$ cat src/rtl/cbuf_reader.sv
// Consumer-side reader for the circular sample buffer: occupancy mirror, read issue, 3-entry output queue.
// Optional burst framing (reads gated per BURST-sample frame, m_last tagging) when CBUF_RD_BURST_EN is defined.
module cbuf_reader #(
  parameter int DEPTH  = 32,
  parameter int DATA_W = 16,
  parameter int BURST  = 8
) (
  input  logic                      clk,
  input  logic                      rst_n,
  input  logic                      wr_mon,
  output logic                      fifo_r_en,
  input  logic [DATA_W-1:0]         fifo_data,
  output logic                      m_valid,
  input  logic                      m_ready,
  output logic [DATA_W-1:0]         m_data,
  output logic                      m_last,
  output logic [$clog2(DEPTH):0]    occ,
  output logic                      ovf
);
  localparam int OW = $clog2(DEPTH) + 1;

  logic              issue_ok;
  logic              rd_allowed;
  logic              rd_last;
  logic              pend_p0;
  logic              pend_last_p0;
  logic [1:0]        q_cnt;
  logic [1:0]        wr_ptr;
  logic [1:0]        rd_ptr;
  logic [DATA_W-1:0] q_data [3];
  logic              q_last [3];
  logic              push;
  logic              pop;

  function automatic logic [1:0] ptr_next(input logic [1:0] p);
    return (p == 2'd2) ? 2'd0 : p + 2'd1;
  endfunction

  // Credit counts queued entries plus the read still in flight, so no m_ready path reaches fifo_r_en.
  assign issue_ok  = (occ != '0) && !wr_mon && (({1'b0, q_cnt} + {2'b00, pend_p0}) < 3'd3);
  assign fifo_r_en = rd_allowed && issue_ok;

  always_ff @(posedge clk or negedge rst_n) begin
    if (!rst_n) begin
      occ <= '0;
      ovf <= 1'b0;
    end else if (wr_mon) begin
      if (occ != OW'(DEPTH)) occ <= occ + OW'(1);
      else                   ovf <= 1'b1;
    end else if (fifo_r_en) begin
      occ <= occ - OW'(1);
    end
  end

`ifdef CBUF_RD_BURST_EN
  localparam int RW = $clog2(BURST + 1);

  typedef enum logic {IDLE, RUN} state_t;
  state_t        state, state_nxt;
  logic [RW-1:0] rem, rem_nxt;

  always_ff @(posedge clk or negedge rst_n) begin
    if (!rst_n) begin
      state <= IDLE;
      rem   <= '0;
    end else begin
      state <= state_nxt;
      rem   <= rem_nxt;
    end
  end

  always_comb begin
    state_nxt  = state;
    rem_nxt    = rem;
    rd_allowed = 1'b0;
    rd_last    = 1'b0;
    case (state)
      IDLE: begin
        if (occ >= OW'(BURST)) begin
          state_nxt = RUN;
          rem_nxt   = RW'(BURST);
        end
      end
      RUN: begin
        rd_allowed = 1'b1;
        if (issue_ok) begin
          rem_nxt = rem - RW'(1);
          if (rem == RW'(1)) begin
            rd_last   = 1'b1;
            state_nxt = IDLE;
          end
        end
      end
      default: state_nxt = IDLE;
    endcase
  end
`else
  assign rd_allowed = 1'b1;
  assign rd_last    = 1'b0;
`endif

  // Stage p0: read issued last cycle; buffer data is valid now
  always_ff @(posedge clk or negedge rst_n) begin
    if (!rst_n) begin
      pend_p0      <= 1'b0;
      pend_last_p0 <= 1'b0;
    end else begin
      pend_p0      <= fifo_r_en;
      pend_last_p0 <= rd_last;
    end
  end

  assign push = pend_p0;
  assign pop  = m_valid && m_ready;

  always_ff @(posedge clk or negedge rst_n) begin
    if (!rst_n) begin
      q_cnt  <= '0;
      wr_ptr <= '0;
      rd_ptr <= '0;
    end else begin
      if (push) wr_ptr <= ptr_next(wr_ptr);
      if (pop)  rd_ptr <= ptr_next(rd_ptr);
      if (push && !pop)      q_cnt <= q_cnt + 2'd1;
      else if (!push && pop) q_cnt <= q_cnt - 2'd1;
    end
  end

  always_ff @(posedge clk) begin
    if (push) begin
      q_data[wr_ptr] <= fifo_data;
      q_last[wr_ptr] <= pend_last_p0;
    end
  end

  // Head is gated by valid so outputs read zero after reset without resetting the data array.
  assign m_valid = (q_cnt != 2'd0);
  assign m_data  = m_valid ? q_data[rd_ptr] : '0;
  assign m_last  = m_valid && q_last[rd_ptr];
endmodule
$ cat config.mk
export PLATFORM = sky130hd
export DESIGN_NAME = cbuf_reader
export DESIGN_NICKNAME = d
export VERILOG_FILES = /design/src/rtl/cbuf_reader.sv
export SDC_FILE = /design/constraint.sdc
export NUM_CORES = 1
export LEC_CHECK = 0
export ABC_AREA = 0
export ABC_CLOCK_PERIOD_IN_PS = 4400
export BUFFER_PORTS_ARGS = -buffer_cell sky130_fd_sc_hd__buf_4
export CAP_MARGIN = 20
export CORE_MARGIN = 1.5
export CORE_UTILIZATION = 55
export CTS_CLUSTER_SIZE = 30
export DETAILED_ROUTE_END_ITERATION = 16
export HOLD_SLACK_MARGIN = 0.08
export PLACE_DENSITY = 0.78
export SYNTH_ARGS = -nofsm -noshare
export SYNTH_HDL_FRONTEND = slang
export SYNTH_SLANG_ARGS = --single-unit
$ cat constraint.sdc
create_clock -name clk -period 4.4 [get_ports clk]
set_input_delay 0.88 -clock clk [delete_from_list [all_inputs] [get_ports clk]]
set_output_delay 0.88 -clock clk [all_outputs]
set_load 0.03 [all_outputs]
==> run summary <==
CP max-delay cell -> dfrtp_1
CTS Sinks -> 62
switch share -> 40.8%
Area contributors post-synth -> edfxtp_1 (54%), dfrtp_1 (13%), mux2i_1 (6.0%)
Hold Path Class -> in -> async
router iterations before antenna repair -> 4
top cell type by total area after synthesis -> edfxtp_1
# diodes -> 0
global route overflow -> 0
CP max stage delay -> 0.97 ns
crit-path cells -> mux2i_1 -> nor2_1 -> a21oi_1 -> nor2_1 -> buf_4
P_int -> 1.52 mW
pin count of the biggest net entering global routing -> 35
die width -> 72.4 um
Max Cap Violations -> 0
most common cell in the netlist -> edfxtp_1
remaining antenna violation count -> 0
ys flop type -> edfxtp_1
RSZ-0062 raised after global routing -> false
part of the Yosys area used for sequential elements -> 67.7%
PostCTS Resize Cnt -> 0
CTS clk-pin slew, worst paths -> 0.07 ns
crit path max fanout -> 18
LEAKAGE -> 1.33 nW
Mapped Cells -> 192
Avg Inst Size Synth -> 13.8 sq um
port buffer count -> 44
layout cells sized above 1 -> 27.5%
crit end category -> output port
worst setup margin -> 1.44 ns
count of state elements after synthesis -> 62
clock latency on the worst-skew pair -> 0.33 ns
Starting Density -> 56.4%
Synth async-reset ratio -> 22.6%
core area -> 4690 sq um
Final Cycle Share -> 67.2%
vias in the first global route -> 1552
die area -> 5240 sq um
initial DRC count -> 131
Final Critical Period -> 2.96 ns
CP Launch Type -> flip-flop
Worst slew margin -> 29.9%
Slew Viols, Final -> 0
final cell count without fillers -> 301
H-tree levels -> 3
crit path DAT -> 2.08 ns
GRT Util Overall -> 20.5%
Area Overhead vs Synth -> 21.1%
Final setup viols -> 0
outcome -> finished, final reports clean
top-level I/O count -> 46
Longest Clk Path Bufs -> 2
Setup CP Type -> reg -> out
maximum VDD drop -> 0.000418 V
initial antenna violation count -> 0
pre-CTS setup slack -> 1.65 ns
Clk network pwr share -> 16.3%
Wirelength per Cell -> 15.6 um
clock skew -> 0.00741 ns
Remaining DRCs -> 0
power consumption -> 2.56 mW
top-area cell type share of the netlist area -> 54.4%
DR vias -> 1626
Netlist Area Pre-Place -> 2650 sq um
post-CTS setup buffer count -> 0
P_sw -> 1.05 mW
Worst EP required -> 3.52 ns
sequential share of power -> 38.1%
num rows -> 25
number of flops mapped to enable cells by yosys -> 48
Gate power share -> 45.6%
Worst Tran Pin Value -> 1.05 ns
syn nets -> 220
CTS tree -> yes
via-per-instance ratio -> 5.40
fin nets -> 270
hpwl dp -> 3120 um
total CTS buffers -> 9
Final Hold Viols -> 0
most frequent CP cell -> nor2_1
Fin Setup TNS -> 0 ns
Inst Count DP -> 285
Commonest cells post-synth -> edfxtp_1 (48), nor2_1 (37), a21oi_1 (20)
overall routed net length -> 4700 um
yosys warns -> 0
Post-CTS Hold Fix Bufs -> 0
first-pass GRT wire length -> 7520 um
gpl congestion -> 0.754
worst reg-to-reg setup slack -> 2.23 ns
PwrDens -> 800 nW/um^2
CTS Root Cell -> clkbuf_8
die span in y -> 72.4 um
post-synth cell types -> 33
fmax -> 338 MHz
==> per-stage QoR <==
stage / cell area (sq um) / hold slack [ns] / util, %
after CTS: 3210 / 0.376 / 68.3
final: 3210 / 0.383 / 68.3
after global placement: 3040 / 0.497 / 64.8
after global routing: 3210 / 0.382 / 68.3
after detailed placement: 3040 / 0.484 / 64.8
after floorplan: 2650 / 0.484 / -
==> routing by layer <==
layer,wire length [um],track usage (%)
met2,2380,33.1
met4,107,10.9
met1,2020,24.4
met3,194,6.81
met5,0,0
==> logic make-up (layout without fill, tap and decap cells) <==
group,count (synthesis),count (layout),share of synthesized area [%]
DFF,62,62,67.7
and+or+nand+nor,46,46,7.09
AOI/OAI and AO/OA,35,35,8.22
muxes,20,20,8.18
buffers and inverters,13,68,2.32
adders and majority gates,8,8,4.06
xor gates and xnor gates,7,7,2.32
other,1,1,0.142
==> cells in the final DEF (no fill, tap or decap), types with 2 or more instances in the layout <==
cell      count
dfrtp_1      14
nand2_1       4
inv_1         4
clkinv_2      2
ha_1          7
xor2_1        3
nor2_1       37
edfxtp_1     48
a21oi_1      20
buf_4        48
xnor2_1       4
clkbuf_8     10
clkinv_1      2
mux2_4        3
a21o_1        5
mux2i_1      16
==> registers in the layout (all words and copies together) (netlist names) <==
name	cells
pend_p0	1
q_cnt	2
wr_ptr	2
rd_ptr	2
ovf	1
q_data	48
occ	6
==> final timing paths <==
check	startpoint	end	depth (start not counted)
setup / recovery	rd_ptr[0]$_DFFE_PN0P_	m_data[2]	5
min in group clk	ovf$_DFFE_PN0P_	ovf$_DFFE_PN0P_	1
hold / removal	rst_n	occ[4]$_DFFE_PN0P_	1
setup reg to reg	occ[1]$_DFFE_PN0P_	occ[1]$_DFFE_PN0P_	4
max in group asynchronous	rst_n	rd_ptr[0]$_DFFE_PN0P_	1
hold reg to reg	ovf$_DFFE_PN0P_	ovf$_DFFE_PN0P_	1
==> critical path: cells and delay by family (launching register included) <==
family	cells	cell delay, ns
compound gates	1	0.20
flops	1	0.97
mux	1	0.27
simple gates	2	0.13
buf+inv	1	0.17
==> power groups by stage <==
stage / registers (mW) / logic [mW] / clock network [mW]
2_1_floorplan: 0.955 / 0.819 / 0
3_5_place_dp: 0.987 / 1.18 / 0
6_report: 0.976 / 1.17 / 0.419
5_1_grt: 1.00 / 1.28 / 0.453
4_1_cts: 0.979 / 1.18 / 0.427
3_3_place_gp: 0.978 / 1.15 / 0
==> cell type report <==
type	count	area, sq um
flip-flops and latches	62	1790
repair buffers	48	360
clock inverters	5	25.0
well taps	54	67.6
fillers	342	1490
multi-input cells	117	805
clock buffers	11	141
inverters	4	15.0
Power figures use the tool's default switching activity.
